<file path="src/rtl/oled_bus_rx.sv">
// ============================================================================
// oled_bus_rx
//   Receiving end of a 6800-style OLED parallel bus (cs/e/rw/dc/data).
//   Every write cycle is captured on the falling edge of e. It is tagged as a
//   command (dc=0) or a data byte (dc=1) and queued behind a valid/ready port.
//   The block also checks command/parameter framing. It reports dropped bytes
//   and framing violations through sticky flags, and keeps saturating byte
//   counters.
//
// Ports
//   clk, rst            system clock, asynchronous active-high reset
//   oled_cs             chip select, active-low
//   oled_e              enable strobe; a write latches on its falling edge
//   oled_rw             1 = read cycle (unsupported), 0 = write cycle
//   oled_dc             0 = command byte, 1 = data/parameter byte
//   oled_din[7:0]       bus data
//   rx_valid/rx_ready   FIFO head handshake; a pop occurs when both are high
//   rx_dc, rx_data      tag and byte of the FIFO head
//   frame_done          1-cycle pulse when cs deasserts after an accepted write
//   overflow            sticky: a write was dropped because the FIFO was full
//   proto_err           sticky: a read cycle, or data before any command
//   err_clr             synchronous clear of overflow and proto_err
//   cmd_count           saturating count of captured command bytes
//   data_count          saturating count of captured data bytes
// ============================================================================
module oled_bus_rx #(
   parameter int unsigned FIFO_DEPTH = 8,
   parameter int unsigned CNT_W      = 16
) (
   input  logic             clk,
   input  logic             rst,
   input  logic             oled_cs,
   input  logic             oled_e,
   input  logic             oled_rw,
   input  logic             oled_dc,
   input  logic [7:0]       oled_din,
   output logic             rx_valid,
   input  logic             rx_ready,
   output logic             rx_dc,
   output logic [7:0]       rx_data,
   output logic             frame_done,
   output logic             overflow,
   output logic             proto_err,
   input  logic             err_clr,
   output logic [CNT_W-1:0] cmd_count,
   output logic [CNT_W-1:0] data_count
);

   localparam int unsigned AW = $clog2(FIFO_DEPTH);
   localparam int unsigned PW = AW + 1;

   typedef enum logic [1:0] {
      ST_DESEL    = 2'd0,
      ST_WAIT_CMD = 2'd1,
      ST_IN_CMD   = 2'd2
   } state_t;

   // Two-stage bus sampling. The cs of stage 2 is never consulted, so it is not kept.
   logic       q1_cs_q, q1_e_q, q1_rw_q, q1_dc_q;
   logic [7:0] q1_din_q;
   logic       q2_e_q, q2_rw_q, q2_dc_q;
   logic [7:0] q2_din_q;

   // FIFO storage and pointers. The extra pointer MSB separates full from empty.
   logic [8:0]    fifo_mem [FIFO_DEPTH];
   logic [PW-1:0] wr_ptr_q, wr_ptr_d;
   logic [PW-1:0] rd_ptr_q, rd_ptr_d;

   logic             rx_valid_q, rx_valid_d;
   logic             rx_dc_q, rx_dc_d;
   logic [7:0]       rx_data_q, rx_data_d;
   logic             frame_done_q, frame_done_d;
   logic             overflow_q, overflow_d;
   logic             proto_err_q, proto_err_d;
   logic [CNT_W-1:0] cmd_count_q, cmd_count_d;
   logic [CNT_W-1:0] data_count_q, data_count_d;
   state_t           state_q, state_d;
   logic             wrote_q, wrote_d;

   logic strobe_c, wr_stb_c, rd_stb_c;
   logic full_c, pop_c, push_c, drop_c;
   logic fsm_err_c;

   // Falling e: high in the older sample, low in the newer one, with cs low.
   assign strobe_c = q2_e_q & ~q1_e_q & ~q1_cs_q;
   assign wr_stb_c = strobe_c & ~q2_rw_q;
   assign rd_stb_c = strobe_c &  q2_rw_q;

   assign full_c = (wr_ptr_q[AW] != rd_ptr_q[AW]) &&
                   (wr_ptr_q[AW-1:0] == rd_ptr_q[AW-1:0]);
   assign pop_c  = rx_valid_q & rx_ready;
   // A pop in the same cycle frees the slot, so a full FIFO can still accept the push.
   assign push_c = wr_stb_c & (~full_c | pop_c);
   assign drop_c = wr_stb_c & full_c & ~pop_c;

   // FIFO pointers and the registered head view.
   always_comb begin
      wr_ptr_d   = wr_ptr_q;
      rd_ptr_d   = rd_ptr_q;
      rx_valid_d = 1'b0;
      rx_dc_d    = rx_dc_q;
      rx_data_d  = rx_data_q;
      if (push_c) wr_ptr_d = wr_ptr_q + PW'(1);
      if (pop_c)  rd_ptr_d = rd_ptr_q + PW'(1);
      if (wr_ptr_d != rd_ptr_d) begin
         rx_valid_d = 1'b1;
         // The new head is the entry being written this cycle: take it from the bus sample.
         if (push_c && (rd_ptr_d == wr_ptr_q)) begin
            rx_dc_d   = q2_dc_q;
            rx_data_d = q2_din_q;
         end else begin
            {rx_dc_d, rx_data_d} = fifo_mem[rd_ptr_d[AW-1:0]];
         end
      end
   end

   // Command/parameter framing tracker.
   always_comb begin
      state_d      = state_q;
      wrote_d      = wrote_q;
      frame_done_d = 1'b0;
      fsm_err_c    = 1'b0;
      if (q1_cs_q) begin
         frame_done_d = (state_q != ST_DESEL) && wrote_q;
         state_d      = ST_DESEL;
         wrote_d      = 1'b0;
      end else begin
         if (state_q == ST_DESEL) begin
            state_d = ST_WAIT_CMD;
            wrote_d = 1'b0;
         end
         if (push_c) begin
            wrote_d = 1'b1;
            if (!q2_dc_q) begin
               state_d = ST_IN_CMD;
            end else if (state_q != ST_IN_CMD) begin
               fsm_err_c = 1'b1;
            end
         end
      end
   end

   // Sticky errors (a new set beats err_clr) and saturating counters.
   always_comb begin
      overflow_d   = (overflow_q  & ~err_clr) | drop_c;
      proto_err_d  = (proto_err_q & ~err_clr) | rd_stb_c | fsm_err_c;
      cmd_count_d  = cmd_count_q;
      data_count_d = data_count_q;
      if (push_c && !q2_dc_q && (cmd_count_q != '1))
         cmd_count_d = cmd_count_q + CNT_W'(1);
      if (push_c && q2_dc_q && (data_count_q != '1))
         data_count_d = data_count_q + CNT_W'(1);
   end

   // FIFO memory has no reset; only the pointers define its contents.
   always_ff @(posedge clk) begin
      if (push_c) fifo_mem[wr_ptr_q[AW-1:0]] <= {q2_dc_q, q2_din_q};
   end

   always_ff @(posedge clk or posedge rst) begin
      if (rst) begin
         q1_cs_q      <= 1'b1;
         q1_e_q       <= 1'b1;
         q1_rw_q      <= 1'b0;
         q1_dc_q      <= 1'b0;
         q1_din_q     <= 8'h00;
         q2_e_q       <= 1'b1;
         q2_rw_q      <= 1'b0;
         q2_dc_q      <= 1'b0;
         q2_din_q     <= 8'h00;
         wr_ptr_q     <= '0;
         rd_ptr_q     <= '0;
         rx_valid_q   <= 1'b0;
         rx_dc_q      <= 1'b0;
         rx_data_q    <= 8'h00;
         frame_done_q <= 1'b0;
         overflow_q   <= 1'b0;
         proto_err_q  <= 1'b0;
         cmd_count_q  <= '0;
         data_count_q <= '0;
         state_q      <= ST_DESEL;
         wrote_q      <= 1'b0;
      end else begin
         q1_cs_q      <= oled_cs;
         q1_e_q       <= oled_e;
         q1_rw_q      <= oled_rw;
         q1_dc_q      <= oled_dc;
         q1_din_q     <= oled_din;
         q2_e_q       <= q1_e_q;
         q2_rw_q      <= q1_rw_q;
         q2_dc_q      <= q1_dc_q;
         q2_din_q     <= q1_din_q;
         wr_ptr_q     <= wr_ptr_d;
         rd_ptr_q     <= rd_ptr_d;
         rx_valid_q   <= rx_valid_d;
         rx_dc_q      <= rx_dc_d;
         rx_data_q    <= rx_data_d;
         frame_done_q <= frame_done_d;
         overflow_q   <= overflow_d;
         proto_err_q  <= proto_err_d;
         cmd_count_q  <= cmd_count_d;
         data_count_q <= data_count_d;
         state_q      <= state_d;
         wrote_q      <= wrote_d;
      end
   end

   assign rx_valid   = rx_valid_q;
   assign rx_dc      = rx_dc_q;
   assign rx_data    = rx_data_q;
   assign frame_done = frame_done_q;
   assign overflow   = overflow_q;
   assign proto_err  = proto_err_q;
   assign cmd_count  = cmd_count_q;
   assign data_count = data_count_q;

endmodule

</file>
<file path="config.mk">
export PLATFORM = sky130hd
export DESIGN_NAME = oled_bus_rx
export DESIGN_NICKNAME = d
export VERILOG_FILES = /design/src/rtl/oled_bus_rx.sv
export SDC_FILE = /design/constraint.sdc
export NUM_CORES = 1
export LEC_CHECK = 0
export BUFFER_PORTS_ARGS = -buffer_cell sky130_fd_sc_hd__buf_2
export CAP_MARGIN = 20
export CORE_AREA = 2 2 135 137
export CTS_CLUSTER_DIAMETER = 40
export CTS_CLUSTER_SIZE = 16
export DETAILED_ROUTE_END_ITERATION = 16
export DIE_AREA = 0 0 137 139
export MAX_ROUTING_LAYER = met4
export PLACE_DENSITY = 0.56
export SKIP_LAST_GASP = 1
export SLEW_MARGIN = 0
export SYNTH_ARGS = -nofsm -noshare
export SYNTH_HDL_FRONTEND = slang
export SYNTH_SLANG_ARGS = --single-unit
</file>
<file path="constraint.sdc">
create_clock -name clk -period 3.6 [get_ports clk]
set_input_delay 0.54 -clock clk [delete_from_list [all_inputs] [get_ports clk]]
set_output_delay 0.54 -clock clk [all_outputs]
set_load 0.01 [all_outputs]
</file>
==> impl_metrics.tcl, run 1 <==
set metrics [dict create \
    tns_ps 0 \
    grt_usage 0.142 \
    drt_iter0_markers 303 \
    cts_setup_buffers 0 \
    cts_tree "yes" \
    clock-sinks 151 \
    layout-drive-gt1-share 0.274 \
    via_count 3497 \
    crit_path_end_kind "register" \
    hp-class "primary input to asynchronous set/reset pin" \
    grt_pass1_wl_um 19600 \
    grt-ovfl-total 0 \
    routabilityCongestion 0.761 \
    dp_slack_ps 815 \
    drt_wl_total_um 12100 \
    place_hpwl_um 7850 \
    syn_inst 401 \
    hold_buffers 0 \
    ir_drop_v 0.000458 \
    crit_arrival_ps 3110 \
    critPathSlowestCell "nor3_1" \
    ys_seq_area_frac 0.682 \
    layout.nets 507 \
    skew_ps 6.22 \
    yosys.area.top_type "edfxtp_1" \
    diodes 0 \
    clk_pin_slew_worst_paths_ps 60 \
    yosysTopAreaCellShare 0.356 \
    netlist_top_cells_area "edfxtp_1 36%, dfrtp_1 31%, xnor2_1 4.8%, mux2i_1 4.1%, mux4_2 3.7%" \
    synth_seq_cells 151 \
    vias_per_cell 4.80 \
    yosys_warnings 0 \
    synthTopCellsByCount "76 x dfrtp_1, 72 x edfxtp_1, 33 x xnor2_1, 32 x nand2_1, 25 x mux2i_1" \
    synth_cell_types 47 \
    clk_path_buf_depth 2 \
    power_leakage_nw 3.02 \
    finalHoldViolations 0 \
    drv_cap 0 \
    critPathKind "register to register" \
    use_met2 0.213 \
    crit_path_start_kind "register" \
    crit_required_ps 3900 \
    slew_violations 0 \
    top_usage_layer "met2" \
    cts-root-buf "clkbuf_16" \
    finalCritPeriodShare 0.782 \
    synth_area_mm2 0.00608 \
    postSynthAreaPerCell_um2 15.2 \
    grt_max_degree 35 \
    initial_core_util 0.344 \
    ant_nets 0 \
    crit_chain "nor3b_1 -> nor2b_1 -> o21a_4 -> o311ai_0 -> nor3_1 -> nand4_1 -> xnor2_1" \
    grtUsageMet3 0.0475 \
    fin_crit_ps 2810 \
    ctsResizeCount 0 \
    p_per_area_mw_per_mm2 747 \
    port_buffers 60 \
    fp.dieW_um 137 \
    grt_antenna_before_repair 0 \
    setup_violations 0 \
    async_flop_share 0.523 \
    first_global_vias 3620 \
    io_pins 61 \
    rsz0062_at_grt "no" \
    startpoint "q2_e_q" \
    row_count 49 \
    worstPathMaxFanout 5 \
    outcome "finished clean" \
    layout_setup_ws_ps 785 \
    first_pass_iters 5 \
    syn-num-nets 421 \
    use_met1 0.185 \
    cts_made_buffers 17 \
    synth.most_common_cell "dfrtp_1" \
    die_h_um 139 \
    tightest_slew_ps 959 \
    coreArea_mm2 0.0177 \
    die_area_mm2 0.0190 \
    wl_per_cell_um 16.6 \
    drc 0 \
    htreeDepth 4 \
    slew_headroom 0.352 \
    syn_to_final_growth_pct 20.6 \
    fmax_mhz 355 \
    yosys_most_used_dff "dfrtp_1" \
    rr_startpoint "q2_e_q" \
    clock_latency_ps 420 \
    synth_enable_flop_cells 72 \
    slowest_delay_ps 540 \
]
==> worst paths after layout <==
path	to	slack (ps)	cells past startpoint
setup / recovery	data_count[11]	790	7
hold / removal	cmd_count[4]	160	2
hold reg to reg	q2_din_q[1]	350	0
setup reg to reg	data_count[11]	790	7
max in group asynchronous	q2_e_q	2640	3
min in group clk	q1_e_q	220	1
==> metal layers <==
metal | routed length (µm) | vias up
li1 | - | 1614
met1 | 5710 | 1795
met2 | 5750 | 77
met3 | 552 | 11
met4 | 80 | 0
met5 | 0 | -
==> where the power goes <==
| part | switching (mW) | internal, mW | leakage, nW |
|---|---|---|---|
| combinational | 0.789 | 0.753 | 1.08 |
| clock | 0.652 | 1.12 | 0.295 |
| sequential | 0.178 | 1.98 | 1.64 |
| total | 1.62 | 3.86 | 3.02 |
==> layout make-up <==
type                            count  area (µm²)
Clock buffer                       23         468
Clock inverter                      9         124
Fill cell                        1666       10300
Inverter                           16        61.3
Multi-Input combinational cell    227        1840
Sequential cell                   151        4140
Tap cell                          229         287
Timing Repair Buffer               74         405
==> layout by cell type, fill, tap and decap left out, types with 2 or more instances in the layout <==
master,n
a22oi_1,8
and2_0,5
and2_1,3
and3_1,8
and4_1,2
buf_2,60
buf_4,14
bufinv_16,3
clkbuf_1,4
clkbuf_16,17
clkbuf_8,2
clkinv_2,6
dfrtp_1,76
dfstp_2,3
edfxtp_1,72
ha_1,4
inv_1,14
mux2_2,11
mux2i_1,25
mux4_2,10
nand2_1,32
nand2b_1,4
nand3_1,15
nand4_1,10
nor2_1,12
nor2b_1,2
nor3_1,10
nor4_1,2
o21ai_0,3
xnor2_1,33
xor2_1,11
==> stage by stage <==
step	instance area, µm²	util	instances	hold WS (ps)	power, mW
6_report	7330	0.415	729	161	5.48
5_1_grt	7330	0.415	729	194	5.80
4_1_cts	7330	0.415	729	164	5.55
3_5_place_dp	6740	0.382	697	336	3.76
3_3_place_gp	6740	0.382	697	332	3.73
2_1_floorplan	6080	-	401	331	3.36
==> sequential cells by signal, indices dropped and copies added, names as in the netlist, 2 cells and up <==
signal and cells:
fifo_mem 72, q1_din_q 8, state_q 2, data_count 16, rx_data 8, wr_ptr_q 4, cmd_count 16, q2_din_q 8
rd_ptr_q 4
==> critical path, delay by kind of cell (launching register included) <==
kind,cells,cell delay (ps)
AND/OR/NAND/NOR,4,1470
AO/OA/AOI/OAI,2,540
flip-flops,1,510
XOR/XNOR,1,160
==> cell families (layout without fill, tap and decap cells) <==
group	after synthesis	count (layout)	share of synthesized area
AND/OR/NAND/NOR	111	111	0.0957
flip-flops	151	151	0.682
adder cells (fa/ha/maj)	4	4	0.00823
multiplexers	47	47	0.101
buffers and inverters	23	122	0.0175
XOR/XNOR	46	46	0.0706
AO/OA/AOI/OAI	19	19	0.0253
(Power assumes the default switching activity.)
==> run 2, diff against run 1 <==
--- a/config.mk
+++ b/config.mk
@@ -5,15 +5,16 @@
 export SDC_FILE = /design/constraint.sdc
 export NUM_CORES = 1
 export LEC_CHECK = 0
+export ABC_AREA = 1
 export BUFFER_PORTS_ARGS = -buffer_cell sky130_fd_sc_hd__buf_2
 export CAP_MARGIN = 20
-export CORE_AREA = 2 2 135 137
+export CORE_AREA = 2 2 142 144
 export CTS_CLUSTER_DIAMETER = 40
 export CTS_CLUSTER_SIZE = 16
 export DETAILED_ROUTE_END_ITERATION = 16
-export DIE_AREA = 0 0 137 139
+export DIE_AREA = 0 0 144 146
 export MAX_ROUTING_LAYER = met4
-export PLACE_DENSITY = 0.56
+export PLACE_DENSITY = 0.57
 export SKIP_LAST_GASP = 1
 export SLEW_MARGIN = 0
 export SYNTH_ARGS = -nofsm -noshare
==> constraint.sdc (replaced) <==
create_clock -name clk -period 2.5 [get_ports clk]
set_input_delay 0.375 -clock clk [delete_from_list [all_inputs] [get_ports clk]]
set_output_delay 0.375 -clock clk [all_outputs]
set_load 0.01 [all_outputs]
==> impl_metrics.tcl, run 2 <==
set metrics [dict create \
    synth_cell_types 36 \
    place_hpwl_um 10300 \
    coreArea_mm2 0.0193 \
    port_buffers 60 \
    io_pins 61 \
    tns_ps 0 \
    setup_violations 0 \
    drc 0 \
    synth_area_mm2 0.00672 \
    clock-sinks 151 \
    initial_core_util 0.347 \
    finalCritPeriodShare 0.847 \
    grt_antenna_before_repair 0 \
    row_count 51 \
    slew_headroom 0.571 \
    hold_buffers 0 \
    layout.nets 795 \
    largest_reg_flops 72 \
    p_comb_frac 0.347 \
    ant_nets 0 \
    vias_per_cell 4.61 \
    syn_to_final_growth_pct 19.4 \
    synthTopCellsByCount "248 x nand2_1, 76 x dfrtp_1, 72 x edfxtp_1, 55 x inv_1, 40 x nor2_1" \
    yosys_most_used_dff "dfrtp_1" \
    synth_enable_flop_cells 72 \
    postLayoutCellArea_mm2 0.00802 \
    netlist_top_cells_area "edfxtp_1 32%, dfrtp_1 28%, nand2_1 14%, inv_1 3.1%, xor2_1 3.0%" \
    clk_pin_slew_worst_paths_ps 60 \
    die_area_mm2 0.0210 \
    fp.dieW_um 144 \
    synth.most_common_cell "nand2_1" \
    cts_setup_buffers 0 \
    place_area_mm2 0.00741 \
    fmax_mhz 472 \
    drt_wl_total_um 14700 \
    slew_violations 0 \
    drv_cap 0 \
    layout_common_cells "248 x nand2_1, 76 x dfrtp_1, 72 x edfxtp_1, 60 x buf_2, 54 x inv_1" \
    critPathMostFrequentCell "nand2_1" \
    crit_path_end_kind "register" \
    cts-root-buf "clkbuf_16" \
    p_seq_frac 0.362 \
    grt-ovfl-total 0 \
    fill_cells 1914 \
    yosys_warnings 0 \
    swShare 0.386 \
    layout_commonest_cell "nand2_1" \
    first_pass_iters 4 \
    synth_seq_cells 151 \
    syn-num-nets 713 \
    drt_iter0_markers 267 \
    switchingPower_mw 3.41 \
    tightest_slew_ps 643 \
    worstPathMaxFanout 11 \
    reg2regPathDepth 10 \
    fin_crit_ps 2120 \
    routabilityCongestion 0.820 \
    outcome "finished clean" \
    die_h_um 146 \
    wl_per_cell_um 14.0 \
    slowest_delay_ps 520 \
    finalHoldViolations 0 \
    clock_latency_ps 420 \
    grt_usage 0.155 \
    syn_inst 693 \
    cts_made_buffers 17 \
    critPathKind "register to register" \
    first_global_vias 4698 \
    grt_max_degree 38 \
    crit_required_ps 2620 \
    critPathSlowestCell "dfstp_2" \
    rsz0062_at_grt "no" \
    clock_power_share 0.291 \
    diodes 0 \
    cts_tree "yes" \
    crit_path_start_kind "register" \
    clk_path_buf_depth 2 \
    async_flop_share 0.523 \
    power_leakage_nw 3.65 \
    yosys.area.top_type "edfxtp_1" \
    skew_ps 9.15 \
    yosysTopAreaCellShare 0.322 \
    crit_chain "nand2_1 -> nor2_2 -> nand2_1 -> inv_2 -> nand2_4 -> inv_2 -> buf_4 -> nand2_1 -> nor3_1 -> buf_4" \
    grt_pass1_wl_um 24700 \
    ctsResizeCount 0 \
    via_count 4855 \
    hp-class "primary input to asynchronous set/reset pin" \
    p_per_area_mw_per_mm2 1100 \
    postSynthAreaPerCell_um2 9.69 \
    ys_seq_area_frac 0.617 \
    layout-drive-gt1-share 0.185 \
    crit_arrival_ps 2240 \
    htreeDepth 4 \
    intPower_mw 5.43 \
    ir_drop_v 0.000529 \
]
[run 2: cell types whose count changed after synthesis, moves of 10 or more]
cell / before / now
buf_2: 1 / 12
inv_1: 15 / 55
mux2_2: 11 / 0
mux2i_1: 25 / 0
mux4_2: 10 / 0
nand2_1: 32 / 248
nand3_1: 15 / 37
nor2_1: 12 / 40
o211ai_1: 0 / 10
o21ai_0: 3 / 33
xnor2_1: 33 / 10
xor2_1: 11 / 23
[run 2: metal layers]
layer | global-route usage | vias up | wire length (µm) | part of all wire
met5 | - | - | 0 | 0
met4 | 0.0412 | 0 | 103 | 0.0070
met3 | 0.0290 | 11 | 618 | 0.042
met2 | 0.230 | 106 | 6730 | 0.46
met1 | 0.220 | 2309 | 7290 | 0.49
li1 | - | 2429 | - | -
[run 2: power groups by stage]
stage          clock network [mW]  registers [mW]  logic (mW)
4_1_cts                      2.63            3.20        3.11
3_3_place_gp                    0            3.25        3.07
3_5_place_dp                    0            3.24        3.10
6_report                     2.58            3.20        3.07
5_1_grt                      2.76            3.25        3.54
2_1_floorplan                   0            3.25        2.10
[run 2: final timing paths]
| kind | startpoint | end | slack [ps] |
|---|---|---|---|
| max | q2_e_q | fifo_mem[4][4] | 380 |
| min | rst | cmd_count[5] | 10 |
| max reg2reg | q2_e_q | fifo_mem[4][4] | 380 |
| min reg2reg | q1_din_q[2] | q2_din_q[2] | 350 |
| max in group asynchronous | rst | q1_e_q | 1700 |
| min in group clk | oled_cs | q1_cs_q | 60 |
[run 2: stage by stage]
stage          setup slack, ps  total power [mW]  instances   util  hold slack [ps]
6_report                   383              8.85       1053  0.415             10.7
2_1_floorplan              107              5.35        693      -              331
3_5_place_dp               363              6.34       1021  0.383              335
5_1_grt                    126              9.54       1053  0.415             44.2
3_3_place_gp               418              6.33       1021  0.383              332
4_1_cts                    348              8.94       1053  0.415             39.7
[run 2: logic make-up (layout without fill, tap and decap cells)]
logic type,Yosys count,count (layout),synth area share
AOI/OAI and AO/OA,49,49,0.0427
buffers and inverters,82,177,0.0507
adders and majority gates,4,4,0.00745
DFF,151,151,0.617
xor gates and xnor gates,34,34,0.0455
and+or+nand+nor,373,373,0.237
[run 2: cell type report]
| cell class | instances | area, µm² | share of cell area |
|---|---|---|---|
| multi-input cells | 460 | 2240 | 0.279 |
| clock inverters | 13 | 129 | 0.0161 |
| well taps | 265 | 332 | 0.0413 |
| inverters | 64 | 244 | 0.0304 |
| flip-flops and latches | 151 | 4140 | 0.517 |
| repair buffers | 81 | 458 | 0.0571 |
| clock buffers | 19 | 475 | 0.0593 |
[run 2: worst max-delay path, delay by kind of cell, from the launching register on]
kind	cells	cell delay (ps)
simple gates	6	700
buf+inv	4	590
flops	1	520
==> run 3, diff against run 2 <==
--- a/config.mk
+++ b/config.mk
@@ -5,16 +5,16 @@
 export SDC_FILE = /design/constraint.sdc
 export NUM_CORES = 1
 export LEC_CHECK = 0
-export ABC_AREA = 1
+export ABC_AREA = 0
 export BUFFER_PORTS_ARGS = -buffer_cell sky130_fd_sc_hd__buf_2
 export CAP_MARGIN = 20
-export CORE_AREA = 2 2 142 144
+export CORE_AREA = 2 2 135 137
 export CTS_CLUSTER_DIAMETER = 40
 export CTS_CLUSTER_SIZE = 16
 export DETAILED_ROUTE_END_ITERATION = 16
-export DIE_AREA = 0 0 144 146
+export DIE_AREA = 0 0 137 139
 export MAX_ROUTING_LAYER = met4
-export PLACE_DENSITY = 0.57
+export PLACE_DENSITY = 0.56
 export SKIP_LAST_GASP = 1
 export SLEW_MARGIN = 0
 export SYNTH_ARGS = -nofsm -noshare
==> constraint.sdc (replaced) <==
create_clock -name clk -period 2 [get_ports clk]
set_input_delay 0.3 -clock clk [delete_from_list [all_inputs] [get_ports clk]]
set_output_delay 0.3 -clock clk [all_outputs]
set_load 0.01 [all_outputs]
==> impl_metrics.tcl, run 3 (synthesis results as in run 1) <==
set metrics [dict create \
    crit_required_ps 2300 \
    rsz0062_at_grt "yes" \
    hp-class "primary input to register" \
    layout-drive-gt1-share 0.405 \
    slew_violations 0 \
    critPathMostFrequentCell "mux2_4" \
    min_path_cells 3 \
    path_delay_family "multiplexers" \
    cts-root-buf "clkbuf_16" \
    layout_setup_ws_ps -367 \
    cts_tree "yes" \
    crit_arrival_ps 2670 \
    ant_nets 0 \
    grt_pass1_wl_um 20600 \
    drv_cap 0 \
    drt_wl_total_um 12800 \
    power_leakage_nw 3.52 \
    slowest_delay_ps 410 \
    finalCritPeriodShare 1.18 \
    htreeDepth 4 \
    fmax_mhz 422 \
    clock_latency_ps 420 \
    critPathSlowestCell "dfrtp_1" \
    first_global_vias 4018 \
    outcome "finished with violations" \
    grt_max_degree 35 \
    place_hpwl_um 8740 \
    io_pins 61 \
    worstPathMaxFanout 10 \
    crit_chain "xor2_2 -> or3_4 -> o21a_4 -> mux2_4 -> xnor2_4 -> nand4_4 -> buf_12 -> mux2_4" \
    drc 0 \
    critPathKind "register to register" \
    skew_ps 7.47 \
    die_h_um 139 \
    layout_common_cells "75 x dfrtp_1, 72 x edfxtp_1, 60 x buf_2, 60 x buf_4, 31 x xnor2_1" \
    diodes 0 \
    violations "negative setup slack" \
    finalHoldViolations 0 \
    crit_path_start_kind "register" \
    port_buffers 60 \
    crit_path_end_kind "register" \
    reg2regPathDepth 8 \
    layout.nets 583 \
    clk_path_buf_depth 2 \
    grt_usage 0.148 \
    cts_made_buffers 17 \
    p_per_area_mw_per_mm2 1280 \
    cp.depth 8 \
    layout_commonest_cell "dfrtp_1" \
    largest_reg_flops 72 \
    wl_per_cell_um 15.8 \
    fp.dieW_um 137 \
    vias_per_cell 4.65 \
    clk_pin_slew_worst_paths_ps 60 \
    coreArea_mm2 0.0177 \
    cp_num_buf_inv 1 \
    first_pass_iters 4 \
    tns_ps -3710 \
    fin_crit_ps 2370 \
    via_count 3745 \
    holdWs_ps 214 \
    setup_violations 29 \
    ir_drop_v 0.000757 \
    die_area_mm2 0.0190 \
    initial_core_util 0.344 \
    drt_iter0_markers 223 \
    tightest_slew_ps 528 \
    grt-ovfl-total 0 \
    grt_antenna_before_repair 0 \
    clock-sinks 151 \
    slew_headroom 0.647 \
    syn_to_final_growth_pct 38.0 \
    routabilityCongestion 0.804 \
    row_count 49 \
]
run 3: worst paths after layout:
check	from	to	slack (ps)
worst max-delay path	rd_ptr_q[2]	rx_data[1]	-370
max in group asynchronous	rst	q1_din_q[4]	950
min in group asynchronous	rst	cmd_count[6]	470
worst min-delay path	err_clr	overflow	210
worst max register to register	rd_ptr_q[2]	rx_data[1]	-370
worst min register to register	q1_dc_q	q2_dc_q	350
run 3: cell type report:
class | count | area [µm²]
multi-input cells | 227 | 2110
flip-flops and latches | 151 | 4140
inverters | 16 | 63.8
fillers | 1585 | 9270
clock inverters | 7 | 88.8
repair buffers | 150 | 1170
well taps | 229 | 287
clock buffers | 25 | 519
run 3: report_power, final:
group          total, mW  leakage (nW)  switching [mW]  internal (mW)
Clock               3.24         0.297            1.19           2.06
Sequential          3.80          1.64           0.232           3.57
Combinational       3.71          1.58            1.76           1.95
Total               10.8          3.52            3.18           7.58
run 3: metrics by stage:
stage | utilization | std cells | power, mW | setup slack (ps) | cell area, µm²
floorplan | - | 401 | 6.17 | -364 | 6190
global route | 0.475 | 805 | 11.4 | -436 | 8390
CTS | 0.471 | 803 | 10.9 | -372 | 8310
finish | 0.475 | 805 | 10.8 | -367 | 8390
global placement | 0.418 | 755 | 7.40 | -426 | 7380
detailed placement | 0.418 | 755 | 7.49 | -443 | 7380
run 3: layer usage:
metal  GRT usage  part of all wire  vias to the layer above
met3      0.0475             0.043                       14
li1            -                 -                     1783
met2       0.230              0.49                       72
met5           -                 0                        -
met1       0.187              0.45                     1876
met4      0.0407             0.012                        0
run 3: what timing repair did:
| item | in CTS | in global routing |
|---|---|---|
| setup endpoints to repair | 86 | 73 |
| pin swaps | 16 | 14 |
| hold buffers | 13 | 0 |
| gates resized for setup | 33 | 10 |
| setup buffers | 6 | 5 |
| cloned | 0 | 0 |
| hold endpoints to repair | 33 | 0 |
run 3: tightest hold or removal path, stage by stage:
cell and delay [ps]:
buf_2 100, inv_1 60, a22o_1 140
